File: src/rtl/m3_key_cmd_decode.sv
// Operator key front-end for m3_powerAndSpeedCalc: sync, debounce and decode of seven raw keys.
// Optional INC/DEC auto-repeat is built when M3_KEY_AUTOREPEAT_EN is defined.
module m3_key_cmd_decode #(
    parameter int unsigned DEBOUNCE_CYCLES = 20000,
    parameter int unsigned REPEAT_DELAY    = 500000,
    parameter int unsigned REPEAT_PERIOD   = 100000,
    parameter bit          KEY_ACTIVE_LOW  = 1'b1
) (
    input  logic clkI,
    input  logic nRstI,
    input  logic keyStartI,
    input  logic keyStopI,
    input  logic keyInvI,
    input  logic keySpdIncI,
    input  logic keySpdDecI,
    input  logic keyPwrIncI,
    input  logic keyPwrDecI,
    output logic m3startO,
    output logic m3forceStopO,
    output logic m3invRotateO,
    output logic m3speedINCo,
    output logic m3speedDECo,
    output logic m3powerINCo,
    output logic m3powerDECo
);

    localparam int K_START   = 0;
    localparam int K_STOP    = 1;
    localparam int K_INV     = 2;
    localparam int K_SPD_INC = 3;
    localparam int K_SPD_DEC = 4;
    localparam int K_PWR_INC = 5;
    localparam int K_PWR_DEC = 6;
    localparam int NKEYS     = 7;

    localparam logic [14:0] DB_LAST = 15'(DEBOUNCE_CYCLES - 1);

    logic [NKEYS-1:0]       w_key_raw;
    logic [NKEYS-1:0]       w_key_norm;
    logic [NKEYS-1:0]       r_sync1;
    logic [NKEYS-1:0]       r_sync2;
    logic [NKEYS-1:0]       r_sync_prev;
    logic [NKEYS-1:0]       r_deb;
    logic [NKEYS-1:0]       r_deb_prev;
    logic [NKEYS-1:0][14:0] r_db_cnt;
    logic [NKEYS-1:0]       w_rise;
    logic [3:0]             w_rpt_fire;
    logic                   w_stop_held;
    logic                   w_spd_conf;
    logic                   w_pwr_conf;

    logic r_start;
    logic r_fstop;
    logic r_inv;
    logic r_spd_inc;
    logic r_spd_dec;
    logic r_pwr_inc;
    logic r_pwr_dec;

    assign w_key_raw = {keyPwrDecI, keyPwrIncI, keySpdDecI, keySpdIncI,
                        keyInvI, keyStopI, keyStartI};

    // Normalising ahead of the synchroniser lets every flop reset to 0 = released.
    assign w_key_norm = KEY_ACTIVE_LOW ? ~w_key_raw : w_key_raw;

    always_ff @(posedge clkI or negedge nRstI) begin
        if (!nRstI) begin
            r_sync1     <= '0;
            r_sync2     <= '0;
            r_sync_prev <= '0;
            r_deb       <= '0;
            r_deb_prev  <= '0;
            r_db_cnt    <= '0;
        end else begin
            r_sync1     <= w_key_norm;
            r_sync2     <= r_sync1;
            r_sync_prev <= r_sync2;
            r_deb_prev  <= r_deb;
            for (int k = 0; k < NKEYS; k++) begin
                if ((r_sync2[k] == r_deb[k]) || (r_sync2[k] != r_sync_prev[k])) begin
                    r_db_cnt[k] <= '0;
                end else if (r_db_cnt[k] == DB_LAST) begin
                    r_deb[k]    <= r_sync2[k];
                    r_db_cnt[k] <= '0;
                end else begin
                    r_db_cnt[k] <= r_db_cnt[k] + 15'd1;
                end
            end
        end
    end

    assign w_rise      = r_deb & ~r_deb_prev;
    assign w_stop_held = r_deb[K_STOP];
    assign w_spd_conf  = r_deb[K_SPD_INC] & r_deb[K_SPD_DEC];
    assign w_pwr_conf  = r_deb[K_PWR_INC] & r_deb[K_PWR_DEC];

`ifdef M3_KEY_AUTOREPEAT_EN
    localparam logic [19:0] RPT_DELAY_LAST  = 20'(REPEAT_DELAY - 1);
    localparam logic [19:0] RPT_PERIOD_LAST = 20'(REPEAT_PERIOD - 1);

    logic [3:0]       r_rpt_act;
    logic [3:0][19:0] r_rpt_cnt;

    // Down-counters: loaded on the press event, fire at zero, reload with the period.
    always_ff @(posedge clkI or negedge nRstI) begin
        if (!nRstI) begin
            r_rpt_act <= '0;
            r_rpt_cnt <= '0;
        end else begin
            for (int j = 0; j < 4; j++) begin
                if (!r_deb[K_SPD_INC + j]) begin
                    r_rpt_act[j] <= 1'b0;
                    r_rpt_cnt[j] <= '0;
                end else if (w_rise[K_SPD_INC + j]) begin
                    r_rpt_act[j] <= 1'b1;
                    r_rpt_cnt[j] <= RPT_DELAY_LAST;
                end else if (r_rpt_act[j]) begin
                    if (r_rpt_cnt[j] == '0) begin
                        r_rpt_cnt[j] <= RPT_PERIOD_LAST;
                    end else begin
                        r_rpt_cnt[j] <= r_rpt_cnt[j] - 20'd1;
                    end
                end
            end
        end
    end

    always_comb begin
        w_rpt_fire = '0;
        for (int j = 0; j < 4; j++) begin
            w_rpt_fire[j] = r_rpt_act[j] & r_deb[K_SPD_INC + j] & ~w_rise[K_SPD_INC + j] &
                            (r_rpt_cnt[j] == '0);
        end
    end
`else
    assign w_rpt_fire = '0;
`endif

    // Each pulse is gated by its own previous value so no output is high two cycles running.
    always_ff @(posedge clkI or negedge nRstI) begin
        if (!nRstI) begin
            r_start   <= 1'b0;
            r_fstop   <= 1'b0;
            r_inv     <= 1'b0;
            r_spd_inc <= 1'b0;
            r_spd_dec <= 1'b0;
            r_pwr_inc <= 1'b0;
            r_pwr_dec <= 1'b0;
        end else begin
            r_start   <= w_rise[K_START] & ~w_stop_held & ~r_start;
            r_fstop   <= w_rise[K_STOP] & ~r_fstop;
            if (w_rise[K_INV] && !w_stop_held) begin
                r_inv <= ~r_inv;
            end
            r_spd_inc <= (w_rise[K_SPD_INC] | w_rpt_fire[0]) & ~w_stop_held & ~w_spd_conf &
                         ~r_spd_inc;
            r_spd_dec <= (w_rise[K_SPD_DEC] | w_rpt_fire[1]) & ~w_stop_held & ~w_spd_conf &
                         ~r_spd_dec;
            r_pwr_inc <= (w_rise[K_PWR_INC] | w_rpt_fire[2]) & ~w_stop_held & ~w_pwr_conf &
                         ~r_pwr_inc;
            r_pwr_dec <= (w_rise[K_PWR_DEC] | w_rpt_fire[3]) & ~w_stop_held & ~w_pwr_conf &
                         ~r_pwr_dec;
        end
    end

    assign m3startO     = r_start;
    assign m3forceStopO = r_fstop;
    assign m3invRotateO = r_inv;
    assign m3speedINCo  = r_spd_inc;
    assign m3speedDECo  = r_spd_dec;
    assign m3powerINCo  = r_pwr_inc;
    assign m3powerDECo  = r_pwr_dec;

endmodule

File: config.mk
export PLATFORM = sky130hd
export DESIGN_NAME = m3_key_cmd_decode
export DESIGN_NICKNAME = d
export VERILOG_FILES = /design/src/rtl/m3_key_cmd_decode.sv
export SDC_FILE = /design/constraint.sdc
export NUM_CORES = 1
export LEC_CHECK = 0
export ABC_CLOCK_PERIOD_IN_PS = 4400
export CAP_MARGIN = 20
export CORE_MARGIN = 2
export CORE_UTILIZATION = 40
export CTS_CLUSTER_SIZE = 16
export DETAILED_ROUTE_END_ITERATION = 12
export SLEW_MARGIN = 40
export SYNTH_ARGS = -nofsm -noshare
export SYNTH_HDL_FRONTEND = slang
export SYNTH_SLANG_ARGS = --single-unit
File: constraint.sdc
create_clock -name clkI -period 4.4 [get_ports clkI]
set_input_delay 0.66 -clock clkI [delete_from_list [all_inputs] [get_ports clkI]]
set_output_delay 0.66 -clock clkI [all_outputs]
set_load 0.05 [all_outputs]
# Yosys cells after proc, flatten, opt, wreduce, memory -nomap -nowiden

Index checks and enable logic that the tools add are counted.

Bits in registers: 147
Input port bits: 9
Logic and storage cells: 120

$add $sub $neg: 7
Equal/unequal tests: 21
Muxes and demuxes: 14
Bitwise logic cells: 37
Reduce and logical (&&, ||, !) cells: 16

Operators by type and width:

| kind                    | number |
|---|---|
| $mux W15                | 14 |
| $add A15 B1 Y15 const B | 7 |
| $eq A15 B15 Y1 const B  | 7 |
| $and A1 B1 Y1           | 17 |
| $not A1 Y1              | 17 |
| $not A7 Y7              | 2 |
| $reduce_and A2 Y1       | 7 |
| $and A7 B7 Y7           | 1 |
| $eq A1 B1 Y1            | 7 |
| $logic_or A1 B1 Y1      | 7 |
| $ne A1 B1 Y1            | 7 |
| $logic_and A1 B1 Y1     | 1 |
| $logic_not A1 Y1        | 1 |

# Longest topological paths before layout

Gate-level depths: netlist of run 1.

Depth after elaboration: 5
Gate-level depth with buffers: 7

# Worst setup path before layout of run 1

Ideal clock, no wire load.

Path type: register -> register
From: register r_db_cnt[22] (netlist name)
To: register r_db_cnt[20] (netlist name)
Data arrival time: 1.699 ns
Required time: 4.281 ns
Path slack: 2.582 ns
Cell stages (with the launch flop): 6
Clock period less this slack: 1.818 ns
Path through: dfrtp_1 or4b_1 or4_4 nand2b_4 buf_8 nor2_1

Cells in the longest elaborated chain, start to end: 3

Ends and longest elaborated chain:

| item                              | line | RTL |
|---|---|---|
| from (decl)                       | 45   | `logic [NKEYS-1:0][14:0] r_db_cnt;` |
| from (signal, indexed assignment) | 86   | `r_db_cnt[k] <= r_db_cnt[k] + 15'd1;` |
| $eq A15 B15 Y1                    | 82   | `end else if (r_db_cnt[k] == DB_LAST) begin` |
| $mux W15                          | 82   |  |
| $mux W15                          | 80   | `if ((r_sync2[k] == r_deb[k]) \|\| (r_sync2[k] != r_sync_prev[k])) begin` |

Every way passes these cells.
A chain may end at the register's enable or synchronous reset.

# Worst setup path after layout of run 1

From: register r_inv, in the netlist m3invRotateO
To: output m3invRotateO

RTL lines:

| item                   | line | RTL |
|---|---|---|
| from (decl)            | 54   | `logic r_inv;` |
| from (signal assigned) | 153  | `r_inv <= ~r_inv;` |
| to (decl)              | 20   | `output logic m3invRotateO,` |

No word-level cell between the ends.

==> results by group, run 1 <==
Critical path
  • Largest stage delay, worst path: 810 ps
  • Minimum setup slack among reg-to-reg paths: 2480 ps
  • Path depth of the worst reg2reg path: 5
  • Worst EP arrival: approximately 1600 ps
  • Cells along the critical path: clkdlybuf4s50_1
  • Kind of critical path: reg2out
  • Largest fanout of any net on the critical path: 2
  • Startpoint type of the worst setup path: flip-flop
  • Cell class contributing the biggest share of worst-path delay: buffers and inverters
  • CP max-delay cell: sky130_fd_sc_hd__clkdlybuf4s50_1
  • Crit end category: output port
  • Endpoint required time on the critical path: 3740 ps
  • Bufs and invs on worst path: 1
  • Startpoint of the worst-slack reg-to-reg timing path: r_db_cnt[90]$_DFF_PN0_
  • Worst R2R End: r_db_cnt[104]$_DFF_PN0_

Yosys
  • Mapped Cells: 637
  • Post-synthesis register bit count: approximately 150
  • Yosys warning count: 0
  • Sequential share of the synthesized area: 0.564
  • Mean instance size in the synthesized netlist: 10.2 sq um
  • Area fraction in compound gates after synthesis: 0.0272
  • Synthesized-area fraction occupied by xor and xnor cells: 0.118
  • Post-Synth Simple-Gate Area: 0.246
  • Proportion of synthesized area in mux cells: 0
  • Synth Cell Area: between 6000 and 7000 sq um
  • Dominant combinational cell family by area after synthesis: simple AND/OR/NAND/NOR gates
  • Post-synthesis share of cell area spent on full adders, half adders and majority gates: 0.0134
  • Netlist cell types: 39
  • Net count after synthesis: 653

Clock network
  • Clock transition at the register clock pins on the worst setup and hold paths after CTS: 60 ps
  • Hold_buf cts: 0
  • Clock Tree Root: sky130_fd_sc_hd__clkbuf_16
  • Worst-skew pair later-pin latency: 420 ps
  • Number of clock sinks: 147
  • CTS tree: yes
  • Post-CTS setup buffer count: 0
  • Num CTS Buffers: 17
  • CTS resizes: 0
  • Level count of the clock H-tree: 4
  • Maximum buffer depth of the clock tree: 2

Timing
  • Setup Skew: between 5 and 6 ps
  • Worst hold margin: 113 ps
  • Number of pins with negative max-slew slack in the final report: 0
  • Tightest Pin Transition: between 500 and 600 ps
  • Setup violations, final: 0
  • RSZ-0062 raised after global routing: no
  • Highest clock rate: 443 MHz
  • Normalized max-slew margin: 0.638
  • Final worst path period share: 0.513
  • Min Tclk post-route: 2260 ps
  • Final hold viol count: 0
  • Summed negative setup slack over all endpoints: 0 ps

Route
  • Total wire length after detailed routing: 11.0 mm
  • Detailed-route wire length per cell: around 12 um
  • Post-route ant nets: 0
  • Number of iterations in the first detailed-routing pass: 4
  • Number of DRC violations after detailed routing: 0
  • Detail-routed via count per cell: 4.92
  • DR vias: about 4400
  • Iteration-0 DRC count of the detailed router: about 280

Global routing
  • Residual overflow from global routing: 0
  • Maximum number of pins on one net before global-route repair: approximately 120
  • Total global-route track usage: 0.141
  • Global-route wire length before repair: between 20 and 25 mm
  • Number of antenna violations at the first check in global routing: 0
  • Via count of the first global-routing pass: 4441

Floorplanning
  • Floorplan core area: 15900 sq um
  • Die Span Y: approximately 130 um
  • Cell row count: 46
  • Initial Utilization: 0.411
  • # IOs: 16
  • Die Outline Area: 17300 sq um
  • Width of the die: 132 um

Flow run
  • Number of max-cap violations: 0

Worst hold path
  • Class of the tightest hold or removal check: in2async

Power
  • Max rail drop VDD: 317 uV
  • P per Cell Area: 391 nW/um^2
  • Static leakage: approximately 3 nW
  • Total power consumption of the routed design: 0.00294 W

Final layout
  • Fraction of layout cells with a size suffix above 1: 0.0564
  • Most frequent cells in the layout: sky130_fd_sc_hd__dfrtp_1 (147), sky130_fd_sc_hd__nor2_1 (123), sky130_fd_sc_hd__xnor2_1 (66), sky130_fd_sc_hd__inv_1 (38), sky130_fd_sc_hd__nand2_1 (37)
  • End-of-flow core utilization: 0.474
  • Final net count: 679
  • Leading cell type in the layout, fill and taps excluded: sky130_fd_sc_hd__dfrtp_1
  • Post-route insts no fill: 890
  • Total inserted antenna cells: 0
  • Footprint of the flip-flops and latches: 3680 sq um
  • Filler Cell Count: ~1500
  • Area occupied by multi-input gates: 2640 sq um
  • Area growth from synthesis to layout: 15.5%

Placed design
  • Port Buffer Count: 15
  • Detailed-placement wirelength estimate: 7.16 mm
  • Weighted congestion at the end of routability-driven global placement: 0.806
  • Placed instance count: 859

Status
  • Run status: complete, no violations
[sequential cells by signal, indices dropped and copies added (netlist names), 7 cells and up]
register and cells:
r_db_cnt 105, r_deb 7, r_deb_prev 7, r_sync1 7
r_sync2 7, r_sync_prev 7
[metal layers]
| metal | global-route usage | part of all wire | vias up |
|---|---|---|---|
| met2 | 0.225 | 0.47 | 33 |
| li1 | - | - | 2214 |
| met4 | 0.0501 | 0.013 | 0 |
| met1 | 0.177 | 0.48 | 2119 |
| met3 | 0.0517 | 0.031 | 14 |
| met5 | 0 | 0 | - |
[Yosys cell counts (all sizes together)]
library cell / n / share of area
nand2b: 5 / 0.0059
o211ai: 3 / 0.0035
or2: 3 / 0.0029
a21oi: 14 / 0.011
or4: 8 / 0.0098
or4b: 2 / 0.0031
or4bb: 2 / 0.0035
ha: 7 / 0.013
nand3: 35 / 0.027
o21a: 1 / 0.0012
and2: 1 / 0.00096
or3: 4 / 0.0038
buf: 4 / 0.0063
nor3: 22 / 0.017
dfrtp: 147 / 0.56
inv: 38 / 0.022
xor2: 22 / 0.030
a2bb2oi: 3 / 0.0040
xnor2: 66 / 0.089
and3b: 1 / 0.0013
nand4: 24 / 0.023
nand4b: 2 / 0.0027
o21ai: 4 / 0.0031
clkbuf: 6 / 0.0035
nor4: 27 / 0.027
and4: 5 / 0.0067
o31ai: 3 / 0.0035
nor2: 123 / 0.071
nor3b: 7 / 0.0081
o22a: 1 / 0.0013
nand2: 37 / 0.021
nor4b: 3 / 0.0040
nor2b: 6 / 0.0058
nor4bb: 1 / 0.0015
[per-stage QoR]
stage,setup WS [ps],area (sq um)
final,2140,7530
after global routing,2080,7530
after CTS,2110,7510
after detailed placement,2480,6890
after global placement,2490,6890
after floorplan,2580,6520
[how the worst max path moves through the flow]
stage,startpoint,endpoint,depth (start not counted)
after floorplan,r_db_cnt[22]$_DFF_PN0_,r_db_cnt[20]$_DFF_PN0_,5
after global placement,nRstI,r_db_cnt[32]$_DFF_PN0_,2
after detailed placement,r_db_cnt[7]$_DFF_PN0_,r_db_cnt[5]$_DFF_PN0_,4
after CTS,m3speedDECo$_DFF_PN0_,m3speedDECo,1
after global routing,m3speedDECo$_DFF_PN0_,m3speedDECo,1
final,m3invRotateO$_DFFE_PN0P_,m3invRotateO,1
[where the power goes]
group          total (W)  internal, W  switching, W
Sequential       0.00138      0.00137     0.0000138
Combinational  0.0000694    0.0000211     0.0000483
Clock            0.00149     0.000969      0.000524
Total            0.00294      0.00236      0.000586
[cell families (layout without fill, tap and decap cells)]
| logic type | count (synthesis) | after routing |
|---|---|---|
| buffers and inverters | 48 | 85 |
| adder cells (fa/ha/maj) | 7 | 7 |
| flip-flops | 147 | 147 |
| AND/OR/NAND/NOR | 318 | 318 |
| AO/OA/AOI/OAI | 29 | 29 |
| XOR/XNOR | 88 | 88 |
[area by class of cell]
class                      instances  share of cell area
sequential                       147               0.488
multi-input combinational        442               0.350
clock buffer                      20              0.0606
tap                              216              0.0359
timing repair buffer              17              0.0252
clock inverter                    10              0.0209
inverter                          38              0.0189
Note: power is estimated with default switching activity, not from simulation.
==> run 2: changes to the inputs <==
- ABC_CLOCK_PERIOD_IN_PS: 4400 -> 1900
- clock period: 4.4 -> 1.9 ns (I/O delays scaled with it)
==> results by group, run 2 (synthesized netlist as in run 1, its figures left out) <==
Floorplanning
  • Initial Utilization: 0.411 (unchanged)
  • Die Outline Area: 17300 sq um (unchanged)
  • Floorplan core area: 15900 sq um (unchanged)
  • # IOs: 16 (unchanged)
  • Die Span Y: 132 um (unchanged)
  • Width of the die: 132 um (unchanged)
  • Cell row count: 46 (unchanged)

Timing
  • Number of pins with negative max-slew slack in the final report: 0 (unchanged)
  • Final hold viol count: 0 (unchanged)
  • Min Tclk post-route: 1850 ps
  • RSZ-0062 raised after global routing: no
  • Setup violations, final: 0 (unchanged)
  • Final worst path period share: 0.973
  • Normalized max-slew margin: 0.656 (+0.0171)
  • Summed negative setup slack over all endpoints: 0 ps (unchanged)
  • Highest clock rate: 541 MHz
  • Setup Skew: 7.28 ps (+1.83 ps)
  • Tightest Pin Transition: 519 ps (-23.6 ps)
  • Worst hold margin: 333 ps (+220 ps)

Clock network
  • Worst-skew pair later-pin latency: 410 ps (about the same)
  • Maximum buffer depth of the clock tree: 2 (unchanged)
  • Post-CTS setup buffer count: 0 (unchanged)
  • CTS tree: yes
  • Number of clock sinks: 147 (unchanged)
  • Level count of the clock H-tree: 4 (unchanged)
  • Num CTS Buffers: 17 (unchanged)
  • Clock transition at the register clock pins on the worst setup and hold paths after CTS: 60 ps (about the same)
  • Clock Tree Root: sky130_fd_sc_hd__clkbuf_16

Critical path
  • Crit end category: output port
  • Bufs and invs on worst path: 1 (unchanged)
  • Endpoint required time on the critical path: 1620 ps (-2120 ps)
  • Cell class contributing the biggest share of worst-path delay: buffers and inverters
  • Largest stage delay, worst path: 800 ps (about the same)
  • Kind of critical path: reg2out
  • Startpoint type of the worst setup path: flip-flop
  • CP max-delay cell: sky130_fd_sc_hd__clkdlybuf4s50_1
  • Cells along the critical path: clkdlybuf4s50_1
  • Largest fanout of any net on the critical path: 2 (unchanged)
  • Worst EP arrival: 1560 ps (-40 ps)

Final layout
  • Fraction of layout cells with a size suffix above 1: 0.0921 (+0.0357)
  • Most frequent cells in the layout: sky130_fd_sc_hd__dfrtp_1 (147), sky130_fd_sc_hd__nor2_1 (123), sky130_fd_sc_hd__xnor2_1 (66), sky130_fd_sc_hd__inv_1 (38), sky130_fd_sc_hd__nand2_1 (37)
  • Post-route cell area: 7690 sq um (+2.1%)
  • Area growth from synthesis to layout: 18.0%
  • Top reg by flops: r_db_cnt
  • Flip-flop count of the largest register, all copies and words added: 105 (unchanged)
  • Filler Cell Count: 1469 (-1.0%)
  • Leading cell type in the layout, fill and taps excluded: sky130_fd_sc_hd__dfrtp_1
  • Total inserted antenna cells: 0 (unchanged)
  • Final net count: 698 (+2.8%)

Global routing
  • Via count of the first global-routing pass: 4661 (+5.0%)
  • Maximum number of pins on one net before global-route repair: 51 (-56%)
  • Number of antenna violations at the first check in global routing: 0 (unchanged)
  • Total global-route track usage: 0.146 (+0.00493)
  • Residual overflow from global routing: 0 (unchanged)
  • Global-route wire length before repair: 20.9 mm (+4.4%)

Route
  • Detail-routed via count per cell: 4.93 (+0.24%)
  • Number of DRC violations after detailed routing: 0 (unchanged)
  • Total wire length after detailed routing: 11.4 mm (+3.6%)
  • Post-route ant nets: 0 (unchanged)
  • Number of iterations in the first detailed-routing pass: 4 (unchanged)
  • Detailed-route wire length per cell: 12.5 um (+1.3%)
  • DR vias: 4494 (+2.6%)
  • Iteration-0 DRC count of the detailed router: 217 (-21%)

Placed design
  • Placed instance area: 7060 sq um (+2.4%)
  • Port Buffer Count: 15 (unchanged)
  • Weighted congestion at the end of routability-driven global placement: 0.780 (-3.2%)
  • Detailed-placement wirelength estimate: 7.74 mm (+8.2%)

Status
  • Run status: complete, no violations

Power
  • P per Cell Area: 863 nW/um^2 (+120%)
  • Static leakage: 3.14 nW (+4.6%)
  • Max rail drop VDD: 702 uV (+120%)

Flow run
  • Number of max-cap violations: 0 (unchanged)

Worst hold path
  • Class of the tightest hold or removal check: in2async
## run 2: cell types whose count changed in the layout (fill, tap and decap cells not counted), sizes merged
cell | previous run | this run
dlygate4sd3 | 0 | 1
buf | 3 | 21
bufinv | 4 | 2
clkinvlp | 0 | 5
dlymetal6s2s | 0 | 3
clkinv | 6 | 4
clkdlybuf4s50 | 14 | 8
dlygate4sd2 | 0 | 3
inv | 38 | 39
## run 2: repair_timing
item,in CTS,in global routing
resized for setup,3,12
hold endpoints to repair,29,0
endpoints found under the setup margin,3,37
hold buffers,1,0
pin swaps,0,2
## run 2: path summary, 6_finish.rpt
check / from / endpoint / slack (ps) / cells after the start
worst max-delay path: m3powerDECo$_DFF_PN0_ / m3powerDECo / 50 / 1
worst min-delay path: nRstI / r_db_cnt[87]$_DFF_PN0_ / 330 / 2
worst max register to register: r_db_cnt[27]$_DFF_PN0_ / r_db_cnt[26]$_DFF_PN0_ / 100 / 4
worst min register to register: r_sync1[2]$_DFF_PN0_ / r_sync2[2]$_DFF_PN0_ / 350 / 0
max in group asynchronous: nRstI / r_db_cnt[17]$_DFF_PN0_ / 930 / 3
min in group clkI: keySpdIncI / r_sync1[3]$_DFF_PN0_ / 340 / 2
## run 2: layer usage
| layer | vias to the layer above | global-route usage | routed length (um) |
|---|---|---|---|
| li1 | 2251 | - | - |
| met1 | 2189 | 0.183 | 5450 |
| met2 | 42 | 0.242 | 5430 |
| met3 | 12 | 0.0432 | 358 |
| met4 | 0 | 0.0489 | 145 |
| met5 | - | 0 | 0 |
## run 2: final cells by class
type / count / area, sq um / share of cell area
Sequential cell: 147 / 3680 / 0.478
Multi-Input combinational cell: 442 / 2680 / 0.348
Clock buffer: 20 / 457 / 0.0593
Timing Repair Buffer: 36 / 340 / 0.0442
Tap cell: 216 / 270 / 0.0351
Inverter: 38 / 143 / 0.0185
Clock inverter: 12 / 130 / 0.0169
## run 2: report_power, final
group	switching (W)	internal [W]	total, W
logic	0.000115	0.0000554	0.000171
clock network	0.00127	0.00200	0.00327
registers	0.0000319	0.00317	0.00320
total	0.00142	0.00522	0.00664
## run 2: through the flow
| stage | setup WS (ps) | util | total power, W | instances |
|---|---|---|---|---|
| after floorplan | 82.2 | - | 0.00332 | 637 |
| after global placement | 119 | 0.444 | 0.00342 | 878 |
| after detailed placement | 54.1 | 0.444 | 0.00343 | 878 |
| after CTS | 16.5 | 0.482 | 0.00674 | 911 |
| after global routing | 6.54 | 0.484 | 0.00690 | 911 |
| final | 50.4 | 0.484 | 0.00664 | 911 |
==> run 3: changes to the inputs <==
- PLACE_DENSITY_LB_ADDON: not set -> 0.25
- TNS_END_PERCENT: not set -> 1
==> results by group, run 3 (synthesized netlist as in run 1, its figures left out) <==
Status
  • Run status: complete, no violations

Global routing
  • Met2 GRT Util: 0.234 (-0.00785)
  • Total global-route track usage: 0.143 (-0.00293)
  • Number of antenna violations at the first check in global routing: 0 (unchanged)
  • Residual overflow from global routing: 0 (unchanged)
  • Met1 routing resource usage after global routing: 0.183 (-0.000522)
  • Via count of the first global-routing pass: 4546 (-2.5%)
  • Maximum number of pins on one net before global-route repair: 60 (+18%)
  • Global routing met3 resource utilization: 0.0409 (-0.00231)
  • Global-route wire length before repair: 20.6 mm (-1.7%)
  • Most used routing layer: met2

Clock network
  • Worst-skew pair later-pin latency: 410 ps (about the same)
  • Clock Tree Root: sky130_fd_sc_hd__clkbuf_16
  • Level count of the clock H-tree: 4 (unchanged)
  • Clock transition at the register clock pins on the worst setup and hold paths after CTS: 60 ps (about the same)
  • CTS tree: yes
  • Number of clock sinks: 147 (unchanged)
  • Maximum buffer depth of the clock tree: 2 (unchanged)
  • Num CTS Buffers: 17 (unchanged)

Final layout
  • Area occupied by multi-input gates: 2660 sq um (-0.51%)
  • Most frequent cells in the layout: sky130_fd_sc_hd__dfrtp_1 (147), sky130_fd_sc_hd__nor2_1 (123), sky130_fd_sc_hd__xnor2_1 (66), sky130_fd_sc_hd__inv_1 (38), sky130_fd_sc_hd__nand2_1 (37)
  • Footprint of the flip-flops and latches: 3680 sq um (unchanged)
  • Fraction of layout cells with a size suffix above 1: 0.0799 (-0.0121)
  • Area growth from synthesis to layout: 17.2%
  • Top reg by flops: r_db_cnt
  • Total inserted antenna cells: 0 (unchanged)
  • Filler Cell Count: 1470 (+0.068%)
  • Flip-flop count of the largest register, all copies and words added: 105 (unchanged)
  • Leading cell type in the layout, fill and taps excluded: sky130_fd_sc_hd__dfrtp_1
  • Final net count: 693 (-0.72%)

Critical path
  • Startpoint type of the worst setup path: flip-flop
  • Path depth of the worst reg2reg path: 5 (+1)
  • Crit end category: output port
  • Kind of critical path: reg2out
  • Cell class contributing the biggest share of worst-path delay: buffers and inverters
  • Worst EP arrival: 1550 ps (about the same)
  • Minimum setup slack among reg-to-reg paths: 100 ps (about the same)
  • Beginning of the critical path: m3powerDECo$_DFF_PN0_
  • Startpoint of the worst-slack reg-to-reg timing path: r_db_cnt[90]$_DFF_PN0_
  • Largest fanout of any net on the critical path: 2 (unchanged)
  • Worst R2R End: r_db_cnt[104]$_DFF_PN0_
  • Number of cells on the critical path: 1 (unchanged)
  • End point of the critical path: m3powerDECo
  • Endpoint required time on the critical path: 1620 ps (about the same)
  • Bufs and invs on worst path: 1 (unchanged)
  • CP max-delay cell: sky130_fd_sc_hd__clkdlybuf4s50_1
  • Cells along the critical path: clkdlybuf4s50_1
  • Largest stage delay, worst path: 800 ps (about the same)

Route
  • Detailed-route wire length per cell: 12.7 um (+1.3%)
  • DR vias: 4541 (+1.0%)
  • Post-route ant nets: 0 (unchanged)
  • Iteration-0 DRC count of the detailed router: 320 (+47%)
  • Number of DRC violations after detailed routing: 0 (unchanged)
  • Number of iterations in the first detailed-routing pass: 4 (unchanged)
  • Total wire length after detailed routing: 11.4 mm (+0.53%)
  • Detail-routed via count per cell: 5.02 (+1.8%)

Timing
  • Worst hold margin: 345 ps (+12.1 ps)
  • Tightest Pin Transition: 516 ps (-2.82 ps)
  • RSZ-0062 raised after global routing: yes
  • Normalized max-slew margin: 0.656 (about the same)
  • Highest clock rate: 545 MHz (+0.78%)
  • Final worst path period share: 0.966 (-0.00750)
  • Summed negative setup slack over all endpoints: 0 ps (unchanged)
  • Final hold viol count: 0 (unchanged)
  • Setup Skew: 7.09 ps (-0.195 ps)
  • Number of pins with negative max-slew slack in the final report: 0 (unchanged)
  • Min Tclk post-route: 1840 ps (-14.3 ps)
  • Setup violations, final: 0 (unchanged)

Floorplanning
  • Die Span Y: 132 um (unchanged)
  • Die Outline Area: 17300 sq um (unchanged)
  • Cell row count: 46 (unchanged)
  • Initial Utilization: 0.411 (unchanged)
  • Width of the die: 132 um (unchanged)
  • Floorplan core area: 15900 sq um (unchanged)
  • # IOs: 16 (unchanged)

Placed design
  • Weighted congestion at the end of routability-driven global placement: 0.806 (+3.3%)
  • Detailed-placement wirelength estimate: 7.75 mm (about the same)
  • Port Buffer Count: 15 (unchanged)

Flow run
  • Number of max-cap violations: 0 (unchanged)

Power
  • Static leakage: 3.11 nW (-0.84%)
  • Max rail drop VDD: 587 uV (-16%)
  • P per Cell Area: 876 nW/um^2 (+1.5%)
  • Total power consumption of the routed design: 0.00669 W (+0.83%)

Worst hold path
  • Class of the tightest hold or removal check: in2reg
  • Hold path startpoint: keyInvI
==> run 3: final cells by class <==
cell class	count	area share
sequential	147	0.481
tap	216	0.0354
clock buffer	20	0.0597
clock inverter	10	0.0175
inverter	38	0.0187
timing repair buffer	31	0.0391
multi-input combinational	442	0.348
==> run 3: how the worst min path moves through the flow <==
stage | endpoint | slack (ps) | cells after the start
2_1_floorplan | m3forceStopO$_DFF_PN0_ | -10 | 0
3_3_place_gp | r_db_cnt[89]$_DFF_PN0_ | 260 | 1
3_5_place_dp | r_db_cnt[87]$_DFF_PN0_ | 250 | 1
4_1_cts | r_sync1[4]$_DFF_PN0_ | 330 | 2
5_1_grt | r_sync1[3]$_DFF_PN0_ | 340 | 2
6_report | r_sync1[2]$_DFF_PN0_ | 350 | 2
==> run 3: routing by layer <==
layer  up-vias  share of wire  wire (um)
li1       2238              -          -
met1      2231           0.47       5370
met2        60           0.48       5540
met3        12          0.034        388
met4         0          0.013        150
met5         -              0          0
==> run 3: metrics by stage <==
| stage | area [sq um] | setup WS, ps | cells | util |
|---|---|---|---|---|
| 2_1_floorplan | 6520 | 82.2 | 637 | - |
| 3_3_place_gp | 7020 | 91.3 | 873 | 0.442 |
| 3_5_place_dp | 7020 | 48.7 | 873 | 0.442 |
| 4_1_cts | 7610 | 5.30 | 904 | 0.479 |
| 5_1_grt | 7640 | -11.8 | 904 | 0.481 |
| 6_report | 7640 | 64.6 | 904 | 0.481 |
==> run 3: report_power, final <==
group	switching (W)	internal, W	total [W]
clock network	0.00122	0.00211	0.00333
logic	0.000114	0.0000537	0.000168
registers	0.0000319	0.00317	0.00320
==> run 3: repair_timing <==
| action | 4_1_cts | 5_1_grt |
|---|---|---|
| endpoints found under the setup margin | 4 | 37 |
| gates resized for setup | 4 | 8 |
| buffers inserted | 0 | 0 |
| pin swaps | 0 | 1 |
| endpoints found under the hold margin | 47 | 0 |
| hold buffers | 1 | 0 |
